$ cat config.mk
export PLATFORM = sky130hd
export DESIGN_NAME = sram_axi_bridge_flat
export DESIGN_NICKNAME = d
export VERILOG_FILES = /design/src/rtl/sram_axi_bridge_pkg.sv /design/src/rtl/sram_axi_bridge_if.sv /design/src/rtl/sram_axi_bridge.sv /design/src/flat_wrapper.sv
export SDC_FILE = /design/constraint.sdc
export NUM_CORES = 1
export LEC_CHECK = 0
export CAP_MARGIN = 10
export CORE_MARGIN = 1.5
export CORE_UTILIZATION = 33
export DETAILED_ROUTE_END_ITERATION = 16
export PLACE_DENSITY = 0.87
export SLEW_MARGIN = 20
export SYNTH_ARGS = -nofsm -noshare
export SYNTH_HDL_FRONTEND = slang
export SYNTH_SLANG_ARGS = --single-unit
$ cat constraint.sdc
create_clock -name clk -period 2 [get_ports clk]
set_clock_uncertainty 0.05 [all_clocks]
set_input_delay 0.4 -clock clk [delete_from_list [all_inputs] [get_ports clk]]
set_output_delay 0.4 -clock clk [all_outputs]
set_load 0.01 [all_outputs]
$ cat src/rtl/sram_axi_bridge_pkg.sv
// Shared types for the SRAM-like to AXI bridge: FSM states, AXI size/resp
// codes and the byte-lane mask helper (the cache uses the same mask).
package sram_axi_bridge_pkg;

    typedef enum logic [2:0] {
        S_IDLE,
        S_AR,
        S_R,
        S_AWW,
        S_B
    } state_e;

    localparam logic [1:0] SIZE_BYTE = 2'b00;
    localparam logic [1:0] SIZE_HALF = 2'b01;
    localparam logic [1:0] SIZE_WORD = 2'b10;

    localparam logic [1:0] RESP_OKAY   = 2'b00;
    localparam logic [1:0] RESP_EXOKAY = 2'b01;
    localparam logic [1:0] RESP_SLVERR = 2'b10;
    localparam logic [1:0] RESP_DECERR = 2'b11;

    localparam logic [3:0] AXI_LEN_1 = 4'h0;

    // Byte-lane mask for an access; size 11 falls through to a full word.
    function automatic logic [3:0] wstrb_of(
        input logic [1:0] size,
        input logic [1:0] off
    );
        logic [3:0] m;
        unique case (1'b1)
            size == SIZE_BYTE: m = 4'b0001 << off;
            size == SIZE_HALF: m = off[1] ? 4'b1100 : 4'b0011;
            default:           m = 4'b1111;
        endcase
        return m;
    endfunction

endpackage

$ cat src/rtl/sram_axi_bridge_if.sv
// Bus bundles for the bridge: the cache-side SRAM-like port and the
// single-beat AXI port. master/slave modports give each side's view.
interface sram_like_if;
    logic        sram_like_req;
    logic        sram_like_wr;
    logic [1:0]  sram_like_size;
    logic [31:0] sram_like_addr;
    logic [31:0] sram_like_wdata;
    logic [31:0] sram_like_rdata;
    logic        sram_like_addr_ok;
    logic        sram_like_data_ok;

    modport master (
        output sram_like_req, sram_like_wr, sram_like_size,
        output sram_like_addr, sram_like_wdata,
        input  sram_like_rdata, sram_like_addr_ok, sram_like_data_ok
    );

    modport slave (
        input  sram_like_req, sram_like_wr, sram_like_size,
        input  sram_like_addr, sram_like_wdata,
        output sram_like_rdata, sram_like_addr_ok, sram_like_data_ok
    );
endinterface

interface axi_if #(parameter int ID_W = 4);
    logic [ID_W-1:0] arid;
    logic [31:0]     araddr;
    logic [3:0]      arlen;
    logic [2:0]      arsize;
    logic            arvalid;
    logic            arready;
    logic [31:0]     rdata;
    logic [1:0]      rresp;
    logic            rlast;
    logic            rvalid;
    logic            rready;
    logic [ID_W-1:0] awid;
    logic [31:0]     awaddr;
    logic [3:0]      awlen;
    logic [2:0]      awsize;
    logic            awvalid;
    logic            awready;
    logic [31:0]     wdata;
    logic [3:0]      wstrb;
    logic            wlast;
    logic            wvalid;
    logic            wready;
    logic [1:0]      bresp;
    logic            bvalid;
    logic            bready;

    modport master (
        output arid, araddr, arlen, arsize, arvalid, input arready,
        input  rdata, rresp, rlast, rvalid, output rready,
        output awid, awaddr, awlen, awsize, awvalid, input awready,
        output wdata, wstrb, wlast, wvalid, input wready,
        input  bresp, bvalid, output bready
    );

    modport slave (
        input  arid, araddr, arlen, arsize, arvalid, output arready,
        output rdata, rresp, rlast, rvalid, input rready,
        input  awid, awaddr, awlen, awsize, awvalid, output awready,
        input  wdata, wstrb, wlast, wvalid, output wready,
        output bresp, bvalid, input bready
    );
endinterface

$ cat src/rtl/sram_axi_bridge.sv
// SRAM-like to AXI bridge: one outstanding single-beat read or write.
// Ports: clk, rst_n (async, active-low), sram (sram_like_if.slave),
// axi (axi_if.master). Params: ID_W, AXI_ID (driven on arid/awid).
// Macro BRIDGE_WR_EARLY_ACK_EN: ack writes once AW and W are done and
// drain the B response in the background (b_pending).
module sram_axi_bridge
    import sram_axi_bridge_pkg::*;
#(
    parameter int            ID_W   = 4,
    parameter logic [ID_W-1:0] AXI_ID = '0
) (
    input  logic        clk,
    input  logic        rst_n,
    sram_like_if.slave  sram,
    axi_if.master       axi
);

    state_e      state;
    logic [31:0] addr_q;
    logic [31:0] wdata_q;
    logic [1:0]  size_q;
    logic        arvalid_q;
    logic        awvalid_q;
    logic        wvalid_q;
    logic        rready_q;
    logic        bready_q;
    logic        aw_done;
    logic        w_done;
    logic        b_pending;

    logic aw_hs, w_hs, aw_fin, w_fin, wr_fin, addr_ok;

    assign aw_hs  = awvalid_q & axi.awready;
    assign w_hs   = wvalid_q & axi.wready;
    assign aw_fin = aw_done | aw_hs;
    assign w_fin  = w_done | w_hs;
    assign wr_fin = (state == S_AWW) & aw_fin & w_fin;

    assign addr_ok = (state == S_IDLE) & sram.sram_like_req & ~b_pending;

    assign sram.sram_like_addr_ok = addr_ok;
    assign sram.sram_like_rdata   = axi.rdata;
`ifdef BRIDGE_WR_EARLY_ACK_EN
    assign sram.sram_like_data_ok = ((state == S_R) & axi.rvalid) | wr_fin;
`else
    assign sram.sram_like_data_ok = ((state == S_R) & axi.rvalid)
                                  | ((state == S_B) & axi.bvalid);
`endif

    assign axi.arid    = AXI_ID;
    assign axi.araddr  = addr_q;
    assign axi.arlen   = AXI_LEN_1;
    assign axi.arsize  = {1'b0, size_q};
    assign axi.arvalid = arvalid_q;
    assign axi.rready  = rready_q;
    assign axi.awid    = AXI_ID;
    assign axi.awaddr  = addr_q;
    assign axi.awlen   = AXI_LEN_1;
    assign axi.awsize  = {1'b0, size_q};
    assign axi.awvalid = awvalid_q;
    assign axi.wdata   = wdata_q;
    assign axi.wstrb   = wstrb_of(size_q, addr_q[1:0]);
    assign axi.wlast   = wvalid_q;
    assign axi.wvalid  = wvalid_q;
    assign axi.bready  = bready_q;

`ifndef BRIDGE_WR_EARLY_ACK_EN
    assign b_pending = 1'b0;
`endif

    always_ff @(posedge clk or negedge rst_n) begin
        if (!rst_n) begin
            state     <= S_IDLE;
            addr_q    <= '0;
            wdata_q   <= '0;
            size_q    <= '0;
            arvalid_q <= 1'b0;
            awvalid_q <= 1'b0;
            wvalid_q  <= 1'b0;
            rready_q  <= 1'b0;
            bready_q  <= 1'b0;
            aw_done   <= 1'b0;
            w_done    <= 1'b0;
`ifdef BRIDGE_WR_EARLY_ACK_EN
            b_pending <= 1'b0;
`endif
        end else begin
`ifdef BRIDGE_WR_EARLY_ACK_EN
            if (b_pending && axi.bvalid) begin
                b_pending <= 1'b0;
                bready_q  <= 1'b0;
            end
`endif
            unique case (state)
                S_IDLE: if (addr_ok) begin
                    addr_q  <= sram.sram_like_addr;
                    wdata_q <= sram.sram_like_wdata;
                    size_q  <= sram.sram_like_size;
                    if (sram.sram_like_wr) begin
                        state     <= S_AWW;
                        awvalid_q <= 1'b1;
                        wvalid_q  <= 1'b1;
`ifdef BRIDGE_WR_EARLY_ACK_EN
                        // Ready for B from the start so a response landing
                        // with the final handshake is not dropped.
                        bready_q  <= 1'b1;
`endif
                    end else begin
                        state     <= S_AR;
                        arvalid_q <= 1'b1;
                    end
                end
                S_AR: if (axi.arready) begin
                    arvalid_q <= 1'b0;
                    rready_q  <= 1'b1;
                    state     <= S_R;
                end
                S_R: if (axi.rvalid) begin
                    rready_q <= 1'b0;
                    state    <= S_IDLE;
                end
                S_AWW: if (aw_fin && w_fin) begin
                    awvalid_q <= 1'b0;
                    wvalid_q  <= 1'b0;
                    aw_done   <= 1'b0;
                    w_done    <= 1'b0;
`ifdef BRIDGE_WR_EARLY_ACK_EN
                    state     <= S_IDLE;
                    b_pending <= ~axi.bvalid;
                    bready_q  <= ~axi.bvalid;
`else
                    state     <= S_B;
                    bready_q  <= 1'b1;
`endif
                end else begin
                    if (aw_hs) begin
                        awvalid_q <= 1'b0;
                        aw_done   <= 1'b1;
                    end
                    if (w_hs) begin
                        wvalid_q <= 1'b0;
                        w_done   <= 1'b1;
                    end
                end
                S_B: if (axi.bvalid) begin
                    bready_q <= 1'b0;
                    state    <= S_IDLE;
                end
                default: state <= S_IDLE;
            endcase
        end
    end

endmodule

$ cat src/flat_wrapper.sv
// flat-port wrapper written by rule: the top's interface ports become plain ports
module sram_axi_bridge_flat import sram_axi_bridge_pkg::*;
#(
    parameter int            ID_W   = 4,
    parameter logic [ID_W-1:0] AXI_ID = '0
)
  (clk, rst_n, sram_sram_like_req, sram_sram_like_wr, sram_sram_like_size, sram_sram_like_addr, sram_sram_like_wdata, sram_sram_like_rdata, sram_sram_like_addr_ok, sram_sram_like_data_ok, axi_arid, axi_araddr, axi_arlen, axi_arsize, axi_arvalid, axi_arready, axi_rdata, axi_rresp, axi_rlast, axi_rvalid, axi_rready, axi_awid, axi_awaddr, axi_awlen, axi_awsize, axi_awvalid, axi_awready, axi_wdata, axi_wstrb, axi_wlast, axi_wvalid, axi_wready, axi_bresp, axi_bvalid, axi_bready);
  sram_like_if sram_i ();
  axi_if #(.ID_W(ID_W)) axi_i ();
  input  logic clk;
  input  logic rst_n;
  input wire logic [$bits(sram_i.sram_like_req)-1:0] sram_sram_like_req;
  input wire logic [$bits(sram_i.sram_like_wr)-1:0] sram_sram_like_wr;
  input wire logic [$bits(sram_i.sram_like_size)-1:0] sram_sram_like_size;
  input wire logic [$bits(sram_i.sram_like_addr)-1:0] sram_sram_like_addr;
  input wire logic [$bits(sram_i.sram_like_wdata)-1:0] sram_sram_like_wdata;
  output wire logic [$bits(sram_i.sram_like_rdata)-1:0] sram_sram_like_rdata;
  output wire logic [$bits(sram_i.sram_like_addr_ok)-1:0] sram_sram_like_addr_ok;
  output wire logic [$bits(sram_i.sram_like_data_ok)-1:0] sram_sram_like_data_ok;
  output wire logic [$bits(axi_i.arid)-1:0] axi_arid;
  output wire logic [$bits(axi_i.araddr)-1:0] axi_araddr;
  output wire logic [$bits(axi_i.arlen)-1:0] axi_arlen;
  output wire logic [$bits(axi_i.arsize)-1:0] axi_arsize;
  output wire logic [$bits(axi_i.arvalid)-1:0] axi_arvalid;
  input wire logic [$bits(axi_i.arready)-1:0] axi_arready;
  input wire logic [$bits(axi_i.rdata)-1:0] axi_rdata;
  input wire logic [$bits(axi_i.rresp)-1:0] axi_rresp;
  input wire logic [$bits(axi_i.rlast)-1:0] axi_rlast;
  input wire logic [$bits(axi_i.rvalid)-1:0] axi_rvalid;
  output wire logic [$bits(axi_i.rready)-1:0] axi_rready;
  output wire logic [$bits(axi_i.awid)-1:0] axi_awid;
  output wire logic [$bits(axi_i.awaddr)-1:0] axi_awaddr;
  output wire logic [$bits(axi_i.awlen)-1:0] axi_awlen;
  output wire logic [$bits(axi_i.awsize)-1:0] axi_awsize;
  output wire logic [$bits(axi_i.awvalid)-1:0] axi_awvalid;
  input wire logic [$bits(axi_i.awready)-1:0] axi_awready;
  output wire logic [$bits(axi_i.wdata)-1:0] axi_wdata;
  output wire logic [$bits(axi_i.wstrb)-1:0] axi_wstrb;
  output wire logic [$bits(axi_i.wlast)-1:0] axi_wlast;
  output wire logic [$bits(axi_i.wvalid)-1:0] axi_wvalid;
  input wire logic [$bits(axi_i.wready)-1:0] axi_wready;
  input wire logic [$bits(axi_i.bresp)-1:0] axi_bresp;
  input wire logic [$bits(axi_i.bvalid)-1:0] axi_bvalid;
  output wire logic [$bits(axi_i.bready)-1:0] axi_bready;
  assign sram_i.sram_like_req = sram_sram_like_req;
  assign sram_i.sram_like_wr = sram_sram_like_wr;
  assign sram_i.sram_like_size = sram_sram_like_size;
  assign sram_i.sram_like_addr = sram_sram_like_addr;
  assign sram_i.sram_like_wdata = sram_sram_like_wdata;
  assign sram_sram_like_rdata = sram_i.sram_like_rdata;
  assign sram_sram_like_addr_ok = sram_i.sram_like_addr_ok;
  assign sram_sram_like_data_ok = sram_i.sram_like_data_ok;
  assign axi_arid = axi_i.arid;
  assign axi_araddr = axi_i.araddr;
  assign axi_arlen = axi_i.arlen;
  assign axi_arsize = axi_i.arsize;
  assign axi_arvalid = axi_i.arvalid;
  assign axi_i.arready = axi_arready;
  assign axi_i.rdata = axi_rdata;
  assign axi_i.rresp = axi_rresp;
  assign axi_i.rlast = axi_rlast;
  assign axi_i.rvalid = axi_rvalid;
  assign axi_rready = axi_i.rready;
  assign axi_awid = axi_i.awid;
  assign axi_awaddr = axi_i.awaddr;
  assign axi_awlen = axi_i.awlen;
  assign axi_awsize = axi_i.awsize;
  assign axi_awvalid = axi_i.awvalid;
  assign axi_i.awready = axi_awready;
  assign axi_wdata = axi_i.wdata;
  assign axi_wstrb = axi_i.wstrb;
  assign axi_wlast = axi_i.wlast;
  assign axi_wvalid = axi_i.wvalid;
  assign axi_i.wready = axi_wready;
  assign axi_i.bresp = axi_bresp;
  assign axi_i.bvalid = axi_bvalid;
  assign axi_bready = axi_i.bready;
  sram_axi_bridge #(.ID_W(ID_W), .AXI_ID(AXI_ID)) u_core (.clk(clk), .rst_n(rst_n), .sram(sram_i), .axi(axi_i));
endmodule
* Word-level counts from Yosys, hierarchy flattened *
Cells that the tools add are included.

operators by class
  shifts and indexed selects = 1
  mux-type cells = 31
  eq/ne operators = 14
  reduce and logical (&&, ||, !) cells = 18
  bitwise operators = 8

operator list
  cell                                                                     number
  1-bit two-way mux                                                        17
  3-bit two-way mux                                                        5
  3-bit case mux with 5 select lines                                       1
  2-bit inequality test, second input constant                             7
  4-bit AND reduction                                                      3
  2-bit nonzero test                                                       6
  1-bit case mux with 2 select lines                                       5
  4-bit case mux with 2 select lines                                       1
  3-bit by 2-bit == test with 1-bit output, second input constant          2
  3-bit by 2-bit inequality test with 1-bit output, second input constant  2
  2-bit AND reduction                                                      3
  3-bit AND reduction                                                      2
  1-bit bitwise AND                                                        5
  5-bit AND reduction                                                      1
  4-bit two-way mux                                                        1
  1-bit by 2-bit left shift with 4-bit output, first input constant        1
  3-bit by 1-bit == test with 1-bit output, second input constant          1
  3-bit == test, second input constant                                     1
  3-bit zero test                                                          1
  1-bit bitwise OR                                                         3
  2-bit by 1-bit == test with 1-bit output, second input constant          1
  2-bit zero test                                                          1
  2-bit two-way mux                                                        1
  1-bit logical AND                                                        1

storage, ports and cells
  input bits = 112
  output and inout port bits = 162
  flip-flop bits (word level) = 76
  logic and storage cells = 83

* Depth between registers and ports, before layout *
Gate-level depths: netlist (run 1).

  depth after elaboration = 5
  gate-level depth with buffers = 5

* Worst setup path after synthesis (run 1) *
Ideal clock, no wire load.

  kind = register to register
  from = register u_core.state[1]
  to = register u_core.addr_q[11], in the netlist u_core.axi.araddr[11]
  data arrival time = 1.533 ns
  clock period less this slack = 1.708 ns
  stages on the path, launching flop included = 5
  slack = 0.292 ns
  path through = dfrtp_1 > buf_6 > nor4b_4 > buf_6 > mux2_4

on the way
  cells in the longest elaborated chain, start to end = 3

ends and longest elaborated chain
  item                                      line                                          source
  start, declared                           sram_axi_bridge.sv:18                         state_e state;
  start signal, assigned                    sram_axi_bridge.sv:73                         state <= S_IDLE;
  start signal, assigned                    sram_axi_bridge.sv:100                        state <= S_AWW;
  start signal, assigned                    sram_axi_bridge.sv:109                        state <= S_AR;
  3-bit zero test (*)                       sram_axi_bridge.sv:39, sram_axi_bridge.sv:94
  1-bit bitwise AND                         sram_axi_bridge.sv:39                         assign addr_ok = (state == S_IDLE) & sram.sram_like_req & ~b_pending;
  2-bit AND reduction (no source line) (*)  --
  end signal, assigned                      sram_axi_bridge.sv:96                         addr_q <= sram.sram_like_addr;
  end, declared                             sram_axi_bridge.sv:19                         logic [31:0] addr_q;

Mark *: on every way between the ends. The rest lies on a longest branch, timed or not.
A chain may end at the register's enable or synchronous reset.

* Final worst setup path (run 1) *
  from = register u_core.size_q[0]
  to = output axi_wstrb[1]

on the way
  cells in the longest elaborated chain, start to end = 2
  elaborated cells between the ends (all ways) = 3
  those cells by class = 1 x eq/ne; 1 x mux; 1 x reduce/logical

ends and longest elaborated chain
  item                                                                         line                                                  source
  start, declared                                                              sram_axi_bridge.sv:21                                 logic [1:0] size_q;
  start signal, assigned                                                       sram_axi_bridge.sv:98                                 size_q <= sram.sram_like_size;
  2-bit by 1-bit == test with 1-bit output or 2-bit zero test (tied branches)  sram_axi_bridge_pkg.sv:32, sram_axi_bridge_pkg.sv:31
  4-bit case mux with 2 select lines (*)                                       sram_axi_bridge_pkg.sv:30                             unique case (1'b1)
  end, declared                                                                flat_wrapper.sv:38                                    output wire logic [$bits(axi_i.wstrb)-1:0] axi_wstrb;

Marked as above.

==> impl_metrics.toml, run 1 <==
[cts]
clkTransAtPathRegs_ns = 0.06
cts_max_path_buffers = 2
cts_made_buffers = 9
cts_tree = "yes"
clock-root-buffer = "clkbuf_16"
cts.sinks = 76
clock_latency_ns = 0.32
htreeDepth = 3

[place]
pre_cts_ws_ns = -0.211
dp_cells = 542
dp_hpwl_um = 6780
io_buffers = 186
gp_congestion = 0.743

[critical_path]
critPathLaunchType = "flop"
timing.rr.end = "u_core.axi.wdata[8]"
crit_arrival_ns = 1.53
worstSetupPathType = "reg2out"
r2r_start = "u_core.state[1]"
endpoint_kind = "output pin"
crit_fanout = 5
cp_data_required_time_ns = 1.55
r2r_slack_ns = 0.26
worstRegToRegCells = 4

[worst_hold_path]
hold_start = "u_core.axi.wdata[29]"
min_path_cells = 1
whs_endpoint = "u_core.axi.wdata[29]"
hp-class = "reg2reg"

[global_routing]
overflow = 0
grt_usage = 0.149
grt_pass1_vias = 2749
grt_antenna_before_repair = 0
grt_start_max_net_pins = 44
grt_pass1_wl_um = 13600

[logic_synthesis]
synth_top_cell_by_area = "dfrtp_1"
synthMuxAreaShare = 0.206
synth_area_per_cell_um2 = 13.0
ys_seq_area_frac = 0.510
synth_top_family_by_area = "multiplexers"
synth_top_area_frac = 0.510
synth_compound_area_frac = 0.0483
yosys-top-cells-area = "dfrtp_1, buf_4, mux2_2"
netlist_area_um2 = 3730
synthAdderAreaFrac = 0
synth-xor-area-share = 0
synth_cell_types = 27
synthCells = 288
ys_warn_count = 0
synthSimpleGateAreaFrac = 0.0302
synth.ff_latch_count = 76

[detailed_routing]
vias = 2530
initialDrtViolationCount = 63
drc_errors = 0
wire_per_inst_um = 15.8
antenna_left = 0
routed_wl_um = 8890
viasPerCell = 4.49
drtPass1Iterations = 5

[final_layout]
seq_area_um2 = 1910
fillers = 951
finalNetCount = 530
antenna_cells = 0
fin_cells = 563
multi_input_area_um2 = 1130
area_growth_pct = 47.6
drive_above_1_share = 0.215

[sta]
fin_hold_ws_ns = 0.457
period_share = 0.989
finalMaxSlewViolations = 0
hold_viol_final = 0
period_needed_ns = 1.98
fin_ws_ns = 0.0224
final-setup-viol-count = 0
fmax_mhz = 506

[floorplan]
rows = 38
die_w_um = 109
die_area_um2 = 12000
io_pins = 274
coreArea_um2 = 10900
die_h_um = 109
start_util = 0.341

[run_status]
status = "complete, no violations"

[power_and_ir_drop]
leakage_nw = 2.31
powerDensity_nw_per_um2 = 1690
ir_drop_mv = 0.774

[flow_run]
max_cap_violations = 0
cell usage in the layout (no fill, tap or decap), drive strengths merged, types with 2 or more instances in the layout:
| master | count |
|---|---|
| nand2 | 5 |
| a31oi | 3 |
| nand3b | 4 |
| o311ai | 2 |
| clkdlybuf4s50 | 180 |
| conb | 18 |
| buf | 12 |
| nor2 | 5 |
| clkinv | 3 |
| inv | 6 |
| o21bai | 5 |
| a21oi | 8 |
| dfrtp | 76 |
| o21ai | 2 |
| mux2 | 65 |
| clkbuf | 11 |
| a32o | 2 |
| dlygate4sd2 | 3 |
cells by family (layout without fill, tap and decap cells):
family	after synthesis	in the layout
AO/OA/AOI/OAI	26	26
AND/OR/NAND/NOR	18	18
multiplexers	65	65
other	1	18
flip-flops	76	76
buffers and inverters	102	220
through the flow:
| step | total power [W] | utilization | setup TNS [ns] | cell area (um^2) |
|---|---|---|---|---|
| finish | 0.00928 | 0.504 | 0 | 5510 |
| detailed placement | 0.00776 | 0.474 | -7.98 | 5180 |
| global placement | 0.00759 | 0.474 | -7.35 | 5180 |
| global route | 0.00984 | 0.504 | -0.0254 | 5510 |
| floorplan | 0.00551 | - | 0 | 3790 |
| CTS | 0.00938 | 0.502 | 0 | 5490 |
how the worst max path moves through the flow:
stage,start,endpoint,slack [ns],cells after the start
after floorplan,u_core.state[1],u_core.axi.araddr[11],0.29,4
after global placement,axi_bvalid,sram_sram_like_data_ok,-0.21,4
after detailed placement,axi_bvalid,sram_sram_like_data_ok,-0.21,4
after CTS,u_core.size_q[0],axi_wstrb[3],0.003,3
after global routing,u_core.size_q[0],axi_wstrb[1],-0.03,3
final,u_core.size_q[0],axi_wstrb[1],0.02,3
metal layers:
layer / vias to the layer above / wire [um] / track usage
met5: - / 0 / 0
met4: 0 / 214 / 0.0751
met3: 23 / 748 / 0.0445
met2: 140 / 4800 / 0.269
met1: 1236 / 3130 / 0.156
li1: 1131 / - / -
flip-flops by register name, indices dropped and copies added, names as in the netlist:
register,count
u_core.axi.wlast,1
u_core.state,3
u_core.axi.awvalid,1
u_core.axi.araddr,32
u_core.axi.arvalid,1
u_core.axi.bready,1
u_core.w_done,1
u_core.axi.wdata,32
u_core.aw_done,1
u_core.size_q,2
u_core.axi.rready,1
cell usage after synthesis (all sizes together):
cell type / number
buf: 93
dfrtp: 76
mux2: 65
a21oi: 8
inv: 6
nand2: 5
nor2: 5
o21bai: 5
nand3b: 4
a31oi: 3
clkbuf: 3
a32o: 2
o21ai: 2
o311ai: 2
a211o: 1
a21bo: 1
a311oi: 1
and3b: 1
conb: 1
nor2b: 1
nor3: 1
nor4b: 1
o2bb2ai: 1
timing repair:
action                                 in CTS  in global routing
resized for setup                           5                  4
endpoints found under the hold margin      33                  0
pin swaps                                   0                  0
hold buffers                                1                  0
setup endpoints to repair                   5                  3
buffers inserted                            2                  2
report_power, final:
| group | switching, W | internal [W] |
|---|---|---|
| Clock | 0.000591 | 0.000960 |
| Sequential | 0.000598 | 0.00233 |
| Combinational | 0.00176 | 0.00304 |
critical path: stages (launching register included):
cell	delay [ns]
dfrtp_2	0.40
nor2_1	0.07
o21bai_1	0.15
clkdlybuf4s50_1	0.59
cell type report:
cell class,instances,share of cell area
Clock inverter,5,0.00954
Tap cell,140,0.0318
Timing Repair Buffer,198,0.361
Inverter,6,0.00409
Sequential cell,76,0.346
Clock buffer,11,0.0423
Multi-Input combinational cell,127,0.205
Power figures use the tool's default switching activity.
==> run 2, diff against run 1 <==
CORE_MARGIN = 2   (was 1.5)
SKIP_LAST_GASP = 1   (was not set)
SLEW_MARGIN = 0   (was 20)
==> impl_metrics.toml, run 2 (same netlist as run 1, synthesis figures left out) <==
[floorplan]
rows = 38
die_h_um = 110
coreArea_um2 = 10900
die_area_um2 = 12200
die_w_um = 110
start_util = 0.341
io_pins = 274

[detailed_routing]
vias = 2496
wire_per_inst_um = 15.9
drc_errors = 0
viasPerCell = 4.45
initialDrtViolationCount = 74
drtPass1Iterations = 4
antenna_left = 0
routed_wl_um = 8940

[place]
dp_hpwl_um = 6810
dp_cells = 542
gp_congestion = 0.788
pre_cts_ws_ns = -0.234
dpl-instance-area_um2 = 5180
io_buffers = 186

[critical_path]
endpoint_kind = "output pin"
crit_fanout = 5
worstSetupPathType = "reg2out"
worstRegToRegCells = 4
critPathLaunchType = "flop"
timing.rr.end = "u_core.axi.wdata[16]"
crit_arrival_ns = 1.48
cp_data_required_time_ns = 1.55
crit_chain = "inv_1, o21bai_1, clkdlybuf4s50_1"
r2r_start = "u_core.state[1]"
cpMaxStageDelayCell = "clkdlybuf4s50_1"
slowest_delay_ns = 0.55
r2r_slack_ns = 0.23

[final_layout]
final_common_cell = "clkdlybuf4s50_1"
fillers = 954
area_growth_pct = 49.6
fin_cells = 561
design_area_um2 = 5580
drive_above_1_share = 0.219
fin_util = 0.510
mostFrequentLayoutCells = "clkdlybuf4s50_1, dfrtp_1, mux2_2, conb_1, mux2_4"
antenna_cells = 0
finalNetCount = 528

[sta]
final-setup-viol-count = 0
fmax_mhz = 517
period_needed_ns = 1.93
hold_viol_final = 0
rsz0062_at_grt = "yes"
finalMaxSlewViolations = 0
period_share = 0.967
fin_ws_ns = 0.0669
finalSetupTns_ns = 0

[cts]
clock-root-buffer = "clkbuf_16"
htreeDepth = 3
cts.sinks = 76
cts_made_buffers = 9
cts_max_path_buffers = 2
clock_latency_ns = 0.32
cts_tree = "yes"
clkTransAtPathRegs_ns = 0.06

[worst_hold_path]
hp-class = "reg2reg"
hold_start = "u_core.axi.wdata[9]"
whs_endpoint = "u_core.axi.wdata[9]"
min_path_cells = 1

[power_and_ir_drop]
comb_power_share = 0.493
intPower_w = 0.00674
leakage_nw = 2.34
powerDensity_nw_per_um2 = 1740
power.switching_w = 0.00296
p_sw_frac = 0.305
p_seq_frac = 0.300
clkPwrFrac = 0.207
ir_drop_mv = 0.860

[global_routing]
grt_use_met1 = 0.151
grt.busiest_layer = "met2"
grt_usage = 0.144
grt_pass1_vias = 2468
grt_antenna_before_repair = 0
grt_util_met2 = 0.250
grt_pass1_wl_um = 13000
use_met3 = 0.0564
grt_start_max_net_pins = 46
overflow = 0

[flow_run]
max_cap_violations = 0

[run_status]
status = "complete, no violations"
run 2: worst max-delay path by stage:
stage	start	end	slack, ns	cells after the start
CTS	u_core.axi.araddr[0]	axi_wstrb[1]	0.01	3
detailed placement	axi_bvalid	sram_sram_like_data_ok	-0.23	4
floorplan	u_core.state[1]	u_core.axi.araddr[11]	0.29	4
finish	u_core.axi.araddr[1]	axi_wstrb[3]	0.07	3
global placement	axi_bvalid	sram_sram_like_data_ok	-0.22	4
global route	u_core.axi.araddr[1]	axi_wstrb[3]	-0.02	3
run 2: layout make-up:
type | instances | area, um^2 | area share
repair buffers | 196 | 1970 | 0.353
clock buffers | 10 | 239 | 0.0428
multi-input cells | 127 | 1130 | 0.203
flip-flops and latches | 76 | 1910 | 0.341
well taps | 140 | 175 | 0.0314
clock inverters | 6 | 134 | 0.0240
inverters | 6 | 22.5 | 0.00404
run 2: timing repair:
item,in CTS,in global routing
hold buffers,1,0
endpoints found under the setup margin,5,3
gates resized for setup,5,4
endpoints found under the hold margin,31,0
buffers inserted,1,1
cloned,0,0
run 2: metrics by stage:
stage	total power [W]	hold WS, ns
final	0.00969	0.454
after global routing	0.0102	0.466
after CTS	0.00982	0.459
after detailed placement	0.00775	0.312
after global placement	0.00759	0.313
after floorplan	0.00551	0.0544
run 2: layer usage:
metal | up-vias | part of all wire
met5 | - | 0
met4 | 0 | 0.022
met3 | 21 | 0.094
met2 | 137 | 0.53
met1 | 1207 | 0.36
li1 | 1131 | -
run 2: power by group through the flow:
| stage | logic [W] | registers (W) | clock network, W |
|---|---|---|---|
| after floorplan | 0.00234 | 0.00316 | 0 |
| after global placement | 0.00471 | 0.00288 | 0 |
| after detailed placement | 0.00481 | 0.00294 | 0 |
| after CTS | 0.00483 | 0.00292 | 0.00207 |
| after global routing | 0.00510 | 0.00302 | 0.00213 |
| final | 0.00478 | 0.00291 | 0.00201 |
run 2: worst max-delay path: cells and delay by family, from the launching register on:
| kind | cells | cell delay, ns |
|---|---|---|
| buf+inv | 2 | 0.62 |
| compound gates | 1 | 0.13 |
| flops | 1 | 0.40 |
